==> config.mk <==
export PLATFORM = sky130hd
export DESIGN_NAME = alu_mul_sequencer_flat
export DESIGN_NICKNAME = d
export VERILOG_FILES = /design/src/rtl/alu_mul_sequencer_if.sv /design/src/rtl/alu_mul_sequencer.sv /design/src/flat_wrapper.sv
export SDC_FILE = /design/constraint.sdc
export NUM_CORES = 1
export LEC_CHECK = 0
export CORE_ASPECT_RATIO = 1.2
export CORE_UTILIZATION = 42
export CTS_CLUSTER_SIZE = 10
export DETAILED_ROUTE_END_ITERATION = 6
export PLACE_DENSITY = 0.77
export SYNTH_ARGS = -nofsm -noshare
export SYNTH_HDL_FRONTEND = slang
export SYNTH_SLANG_ARGS = --single-unit
==> constraint.sdc <==
create_clock -name clk -period 9 [get_ports clk]
set_clock_uncertainty 0.15 [all_clocks]
set_input_delay 1.35 -clock clk [delete_from_list [all_inputs] [get_ports clk]]
set_output_delay 1.35 -clock clk [all_outputs]
set_load 0.01 [all_outputs]
==> src/rtl/alu_mul_sequencer_if.sv <==
// Issue-side and ALU-side signal bundle for alu_mul_sequencer.
// slave = the sequencer; master = the requester plus the ALU/arbiter.
interface alu_mul_sequencer_if #(
  parameter int WIDTH = 64
);
  logic             start;
  logic [WIDTH-1:0] op_a;
  logic [WIDTH-1:0] op_b;
  logic             ready;
  logic             busy;
  logic             done;
  logic [WIDTH-1:0] result;
  logic             alu_req;
  logic             alu_gnt;
  logic [WIDTH-1:0] alu_a;
  logic [WIDTH-1:0] alu_b;
  logic             alu_sum_sub;
  logic [WIDTH-1:0] alu_result;

  modport slave (
    input  start, op_a, op_b, alu_gnt, alu_result,
    output ready, busy, done, result, alu_req, alu_a, alu_b, alu_sum_sub
  );

  modport master (
    output start, op_a, op_b, alu_gnt, alu_result,
    input  ready, busy, done, result, alu_req, alu_a, alu_b, alu_sum_sub
  );
endinterface

==> src/rtl/alu_mul_sequencer.sv <==
// Shift-add multiplier sequencer that borrows the shared ALU adder, one add per granted cycle.
// Optional macro MUL_EARLY_EXIT_EN: finish as soon as the remaining multiplier bits are all zero.
module alu_mul_sequencer #(
  parameter int WIDTH = 64,
  parameter int CNT_W = 7
) (
  input  logic                 clk,
  input  logic                 reset,
  alu_mul_sequencer_if.slave   bus
);

  localparam logic [1:0] ST_IDLE = 2'd0;
  localparam logic [1:0] ST_RUN  = 2'd1;
  localparam logic [1:0] ST_DONE = 2'd2;

  localparam logic [CNT_W-1:0] CNT_LAST = CNT_W'(WIDTH - 1);
  localparam logic [CNT_W-1:0] CNT_ONE  = CNT_W'(1);

  logic [1:0]       state_r;
  logic [WIDTH-1:0] acc_r;
  logic [WIDTH-1:0] mcand_r;
  logic [WIDTH-1:0] mplier_r;
  logic [CNT_W-1:0] cnt_r;
  logic [WIDTH-1:0] result_r;

  logic [WIDTH-1:0] acc_next_s;
  logic             last_step_s;
  logic             early_exit_s;

  // Accumulator candidate for this step: take the adder output only when the multiplier bit is set.
  always_comb begin
    acc_next_s = acc_r;
    if (mplier_r[0]) begin
      acc_next_s = bus.alu_result;
    end else begin
      acc_next_s = acc_r;
    end
  end

  // Step-count and early-termination conditions.
  always_comb begin
    last_step_s = (cnt_r == CNT_LAST);
`ifdef MUL_EARLY_EXIT_EN
    early_exit_s = (state_r == ST_RUN) && (mplier_r == {WIDTH{1'b0}});
`else
    early_exit_s = 1'b0;
`endif
  end

  // Control FSM and datapath registers; a low grant in RUN freezes everything.
  always_ff @(posedge clk or posedge reset) begin
    if (reset) begin
      state_r  <= ST_IDLE;
      acc_r    <= {WIDTH{1'b0}};
      mcand_r  <= {WIDTH{1'b0}};
      mplier_r <= {WIDTH{1'b0}};
      cnt_r    <= {CNT_W{1'b0}};
      result_r <= {WIDTH{1'b0}};
    end else begin
      case (state_r)
        ST_IDLE: begin
          if (bus.start) begin
            acc_r    <= {WIDTH{1'b0}};
            mcand_r  <= bus.op_a;
            mplier_r <= bus.op_b;
            cnt_r    <= {CNT_W{1'b0}};
            state_r  <= ST_RUN;
          end
        end
        ST_RUN: begin
          if (early_exit_s) begin
            result_r <= acc_r;
            state_r  <= ST_DONE;
          end else if (bus.alu_gnt) begin
            acc_r    <= acc_next_s;
            mcand_r  <= {mcand_r[WIDTH-2:0], 1'b0};
            mplier_r <= {1'b0, mplier_r[WIDTH-1:1]};
            cnt_r    <= cnt_r + CNT_ONE;
            if (last_step_s) begin
              result_r <= acc_next_s;
              state_r  <= ST_DONE;
            end
          end
        end
        ST_DONE: begin
          state_r <= ST_IDLE;
        end
        default: begin
          state_r <= ST_IDLE;
        end
      endcase
    end
  end

  assign bus.ready       = (state_r == ST_IDLE);
  assign bus.busy        = (state_r == ST_RUN);
  assign bus.done        = (state_r == ST_DONE);
  assign bus.alu_req     = (state_r == ST_RUN);
  assign bus.result      = result_r;
  assign bus.alu_a       = acc_r;
  assign bus.alu_b       = mcand_r;
  assign bus.alu_sum_sub = 1'b0;

endmodule

==> src/flat_wrapper.sv <==
// flat-port wrapper written by rule: the top's interface ports become plain ports
module alu_mul_sequencer_flat 
#(
  parameter int WIDTH = 64,
  parameter int CNT_W = 7
)
  (clk, reset, bus_start, bus_op_a, bus_op_b, bus_alu_gnt, bus_alu_result, bus_ready, bus_busy, bus_done, bus_result, bus_alu_req, bus_alu_a, bus_alu_b, bus_alu_sum_sub);
  alu_mul_sequencer_if #(.WIDTH(WIDTH)) bus_i ();
  input  logic clk;
  input  logic reset;
  input wire logic [$bits(bus_i.start)-1:0] bus_start;
  input wire logic [$bits(bus_i.op_a)-1:0] bus_op_a;
  input wire logic [$bits(bus_i.op_b)-1:0] bus_op_b;
  input wire logic [$bits(bus_i.alu_gnt)-1:0] bus_alu_gnt;
  input wire logic [$bits(bus_i.alu_result)-1:0] bus_alu_result;
  output wire logic [$bits(bus_i.ready)-1:0] bus_ready;
  output wire logic [$bits(bus_i.busy)-1:0] bus_busy;
  output wire logic [$bits(bus_i.done)-1:0] bus_done;
  output wire logic [$bits(bus_i.result)-1:0] bus_result;
  output wire logic [$bits(bus_i.alu_req)-1:0] bus_alu_req;
  output wire logic [$bits(bus_i.alu_a)-1:0] bus_alu_a;
  output wire logic [$bits(bus_i.alu_b)-1:0] bus_alu_b;
  output wire logic [$bits(bus_i.alu_sum_sub)-1:0] bus_alu_sum_sub;
  assign bus_i.start = bus_start;
  assign bus_i.op_a = bus_op_a;
  assign bus_i.op_b = bus_op_b;
  assign bus_i.alu_gnt = bus_alu_gnt;
  assign bus_i.alu_result = bus_alu_result;
  assign bus_ready = bus_i.ready;
  assign bus_busy = bus_i.busy;
  assign bus_done = bus_i.done;
  assign bus_result = bus_i.result;
  assign bus_alu_req = bus_i.alu_req;
  assign bus_alu_a = bus_i.alu_a;
  assign bus_alu_b = bus_i.alu_b;
  assign bus_alu_sum_sub = bus_i.alu_sum_sub;
  alu_mul_sequencer #(.WIDTH(WIDTH), .CNT_W(CNT_W)) u_core (.clk(clk), .reset(reset), .bus(bus_i));
endmodule
Word-level counts from Yosys, hierarchy flattened
Cells that the tools add are included.
{"block": "op_classes", "n_eq_ne": 6, "muxes": 17, "n_addsub": 1, "n_reduce_logical": 5}
{"cell": "64-bit two-way mux", "count": 7}
{"cell": "64-bit case mux with 2 select lines", "count": 3}
{"cell": "7-bit two-way mux", "count": 2}
{"cell": "7-bit case mux with 2 select lines", "count": 1}
{"cell": "3-bit AND reduction", "count": 3}
{"cell": "7-bit by 1-bit adder with 7-bit output (second input constant)", "count": 1}
{"cell": "7-bit by 6-bit == test with 1-bit output (second input constant)", "count": 1}
{"cell": "2-bit two-way mux", "count": 3}
{"cell": "2-bit inequality test (second input constant)", "count": 2}
{"cell": "2-bit case mux with 2 select lines", "count": 1}
{"cell": "2-bit by 1-bit == test with 1-bit output (second input constant)", "count": 1}
{"cell": "2-bit == test (second input constant)", "count": 1}
{"cell": "2-bit logical NOT", "count": 1}
{"cell": "2-bit by 1-bit inequality test with 1-bit output (second input constant)", "count": 1}
{"cell": "2-bit nonzero test", "count": 1}
{"block": "totals", "word_cells": 35, "ff_bits": 265, "output_inout_bits": 197}

Longest topological paths before layout
{"block": "logic_depth", "depth_word": 4, "mapped_depth": 8, "depth_no_buf": 4}

Least setup slack after synthesis
No wires, ideal clock.
{"block": "synth_path", "path_kind": "register to output", "start": "register u_core.state_r[1]", "end": "output bus_busy", "path_stages_with_launch": 7, "path_slack_ns": 6.169, "t_arrival_ns": 1.331, "path_buffers": 4, "path_cell_list": "dfrtp_1 buf_2 nand2b_1 buf_4 inv_4 buf_2 buf_4"}
{"block": "synth_between", "elab_chain_len": 1}
{"element": "start: declaration", "line": "alu_mul_sequencer.sv:19", "rtl": "logic [1:0] state_r;"}
{"element": "start signal: assignment", "line": "alu_mul_sequencer.sv:53", "rtl": "state_r <= ST_IDLE;"}
{"element": "start signal: assignment", "line": "alu_mul_sequencer.sv:67", "rtl": "state_r <= ST_RUN;"}
{"element": "start signal: assignment", "line": "alu_mul_sequencer.sv:73", "rtl": "state_r <= ST_DONE;"}
{"element": "2-bit by 1-bit == test with 1-bit output"}
{"element": "end: declaration", "line": "flat_wrapper.sv:17", "rtl": "output wire logic [$bits(bus_i.busy)-1:0] bus_busy;"}
Every way passes these cells.

Final worst setup path
{"block": "layout_path", "start": "register u_core.state_r[0]", "end": "output bus_busy"}
{"block": "layout_between", "elab_chain_len": 1}
{"element": "2-bit by 1-bit == test with 1-bit output", "line": "alu_mul_sequencer.sv:96", "rtl": "assign bus.busy = (state_r == ST_RUN);"}
Every way passes these cells.

==> metrics.cfg <==
[clocking]
root_buffer = clkbuf_16
htreeDepth = 1
cts_setup_buffers = 0
tritoncts = done
cts_inserted_buffers = 31
clk_pin_slew_ns = 0.05
insertion_delay_ns = 0.55
post_cts_resized = 0
cts.path.max_buffers = 3
cts_hold_buf = 0
clock_sinks = 265

[sta]
finalSetupViolCount = 0
grt_setup_unrepaired = false
hold_viol_final = 0
fmax_mhz = 220.1
min_period_ns = 4.544
fin_crit_sh_pct = 50.49
worstMarginPinSlew_ns = 1.176
setup_tns_ns = 0
fin_hold_ws_ns = 0.3328
finalMaxSlewViolations = 0
max-slew-margin-rel_pct = 21.34

[placement]
gp_congestion = 0.7631
dp_hpwl_mm = 22.31
port_buffers = 391
dpl-instance-area_sq_um = 15960

[floorplanning]
die_h_microns = 186.2
fp.dieW_microns = 155.5
coreArea_sq_um = 27830
fp-row-count = 67
io_pins = 393
initial_core_util_pct = 42.67
dieArea_sq_um = 28960

[routing]
drt_iter0_markers = 580
drtAntennaViolNets = 0
drc = 0
route.met2.wl_mm = 16.86
met1_length_mm = 13.63
top_layer_used = met4
wl_per_cell_microns = 19.94
via_per_inst = 5.392
firstDrtPassIters = 5
routed-wl-met3_mm = 2.143
drt-total-wl_mm = 33.90
vias = 9167

[logic_synthesis]
netlist_top_cells_count = dfrtp_1 (265), nand3_1 (129), mux2i_1 (126), o21ai_0 (109), mux2_2 (81)
postSynthAreaPerCell_sq_um = 12.28
yosysMostFrequentCell = dfrtp_1
netlist_area_sq_um = 11880
async_reset_ff_share_pct = 100.0
ys_ff_latch = 265
syn_nets = 1164
synth_edf_count = 0
yosys_warnings = 0
synth_flop_cell = dfrtp_1
synth_area_leaders = dfrtp_1 (56%), mux2i_1 (11%), mux2_2 (7.7%)
synth_top_area_share_pct = 55.84
yosysSeqAreaShare_pct = 55.84
yosysTopAreaCell = dfrtp_1
syn_inst = 967
ys_types = 36

[cells_and_area]
design_area_sq_um = 16780
layout.nets = 1511
utilization_pct = 60.30
layout-drive-gt1-share_pct = 10.39
syn_to_final_growth_pct = 41.32

[grt]
grt_pass1_vias = 9231
grt_max_degree = 103
grt.total_usage_pct = 22.59
grt_pass1_wl_mm = 51.52
grt_overflow = 0
antenna_found_initial = 2

[pwr]
ir_worst_vdd_mv = 0.1504
p_per_area_nw_per_um2 = 222.9
power_mw = 3.741
p_leak_nw = 7.203

[min_path]
worstHoldStart = u_core.bus.result[13]$_DFFE_PP0P_
holdPathStages = 1
hold_class = reg2reg
hold_end = u_core.bus.result[13]$_DFFE_PP0P_

[setup_path]
r2r-start = u_core.state_r[1]$_DFFE_PP0P_
critPathMaxFanout = 53
worst_r2r_endpoint = u_core.bus.alu_b[63]$_DFFE_PP0P_
slowest_delay_ns = 0.63
cp.buffers_inverters = 2
critPathSlowestCell = inv_4
path_cells = nand2b_4 -> inv_4 -> clkdlybuf4s50_1
cp-end-kind = output pin
cpLargestDelayFamily = buffers and inverters
crit_start = u_core.state_r[0]$_DFFE_PP0P_
critPathRequiredTime_ns = 7.50
arrival_ns = 3.04
crit_type = reg2out
ff2ff_path_depth = 5
cp-start-kind = register
reg2reg_slack_ns = 4.79

[flow_run]
drv_cap = 0

[outcome]
outcome = completed

==> flip-flops by register name (all words and copies together), names as in the netlist <==
name,count
u_core.cnt_r,7
u_core.bus.alu_b,64
u_core.state_r,2
u_core.mplier_r,64
u_core.bus.result,64
u_core.bus.alu_a,64
==> final cells by class <==
type	instances	area (sq um)
clock inverters	3	22.52
repair buffers	402	3996
clock buffers	35	800.8
diodes	2	5.005
flip-flops and latches	265	6633
well taps	379	474.2
multi-input cells	611	4831
inverters	3	21.27
fillers	2294	11050
==> power breakdown <==
part           internal (mW)  switching [mW]  total (mW)
Combinational          0.565           0.495        1.06
Sequential              1.43           0.170        1.60
Clock                  0.617           0.461        1.08
==> worst register-to-register path: stages (launching register included) <==
cell	delay (ns)
dfrtp_1	0.56
nand2b_4	0.85
inv_4	0.43
a21oi_4	0.80
buf_4	0.80
mux2_2	0.48
==> how the worst max path moves through the flow <==
stage / end / slack [ns] / cells after the start
after detailed placement: u_core.cnt_r[3]$_DFFE_PP0P_ / 4.51 / 5
final: bus_busy / 4.46 / 3
after floorplan: u_core.bus.alu_a[0]$_DFFE_PP0P_ / 0.20 / 1
after global routing: bus_busy / 4.29 / 3
after global placement: u_core.cnt_r[3]$_DFFE_PP0P_ / 4.51 / 5
after CTS: bus_busy / 4.43 / 3
==> metrics by stage <==
stage | setup slack [ns] | cells
CTS | 4.426 | 1698
global route | 4.285 | 1700
finish | 4.456 | 1700
global placement | 4.506 | 1660
detailed placement | 4.507 | 1660
floorplan | 0.2031 | 967
==> metal layers <==
metal,GRT usage [%],vias to the layer above
li1,-,4223
met1,28.53,4553
met2,38.19,327
met3,4.472,64
met4,8.980,0
met5,0,-
==> cell families (layout without fill, tap and decap cells) <==
logic type                 Yosys count  in the layout  synth area share (%)
AOI/OAI and AO/OA                  202            202                 10.71
xor gates and xnor gates             1              1               0.07376
adders and majority gates            1              1                0.1053
buffers and inverters               91            443                 3.708
DFF                                265            265                 55.84
muxes                              256            256                 22.95
other                                1              3               0.03158
and+or+nand+nor                    150            150                 6.585
==> placed cells by master, fill, tap and decap left out, types with 2 or more instances in the layout <==
cell             instances
a22o_1                  66
nand2_1                  5
inv_6                    2
clkbuf_16               31
mux2i_1                126
o21ai_0                109
mux2_2                  81
nor2_1                   2
dfrtp_1                264
nand3_1                129
diode_2                  2
mux2_1                  49
buf_4                   11
or3_1                    2
a21oi_1                  2
clkdlybuf4s50_1        391
nor3_1                   2
clkbuf_1                 3
o21ai_1                 21
No activity file was read; power rests on OpenSTA's default activity.
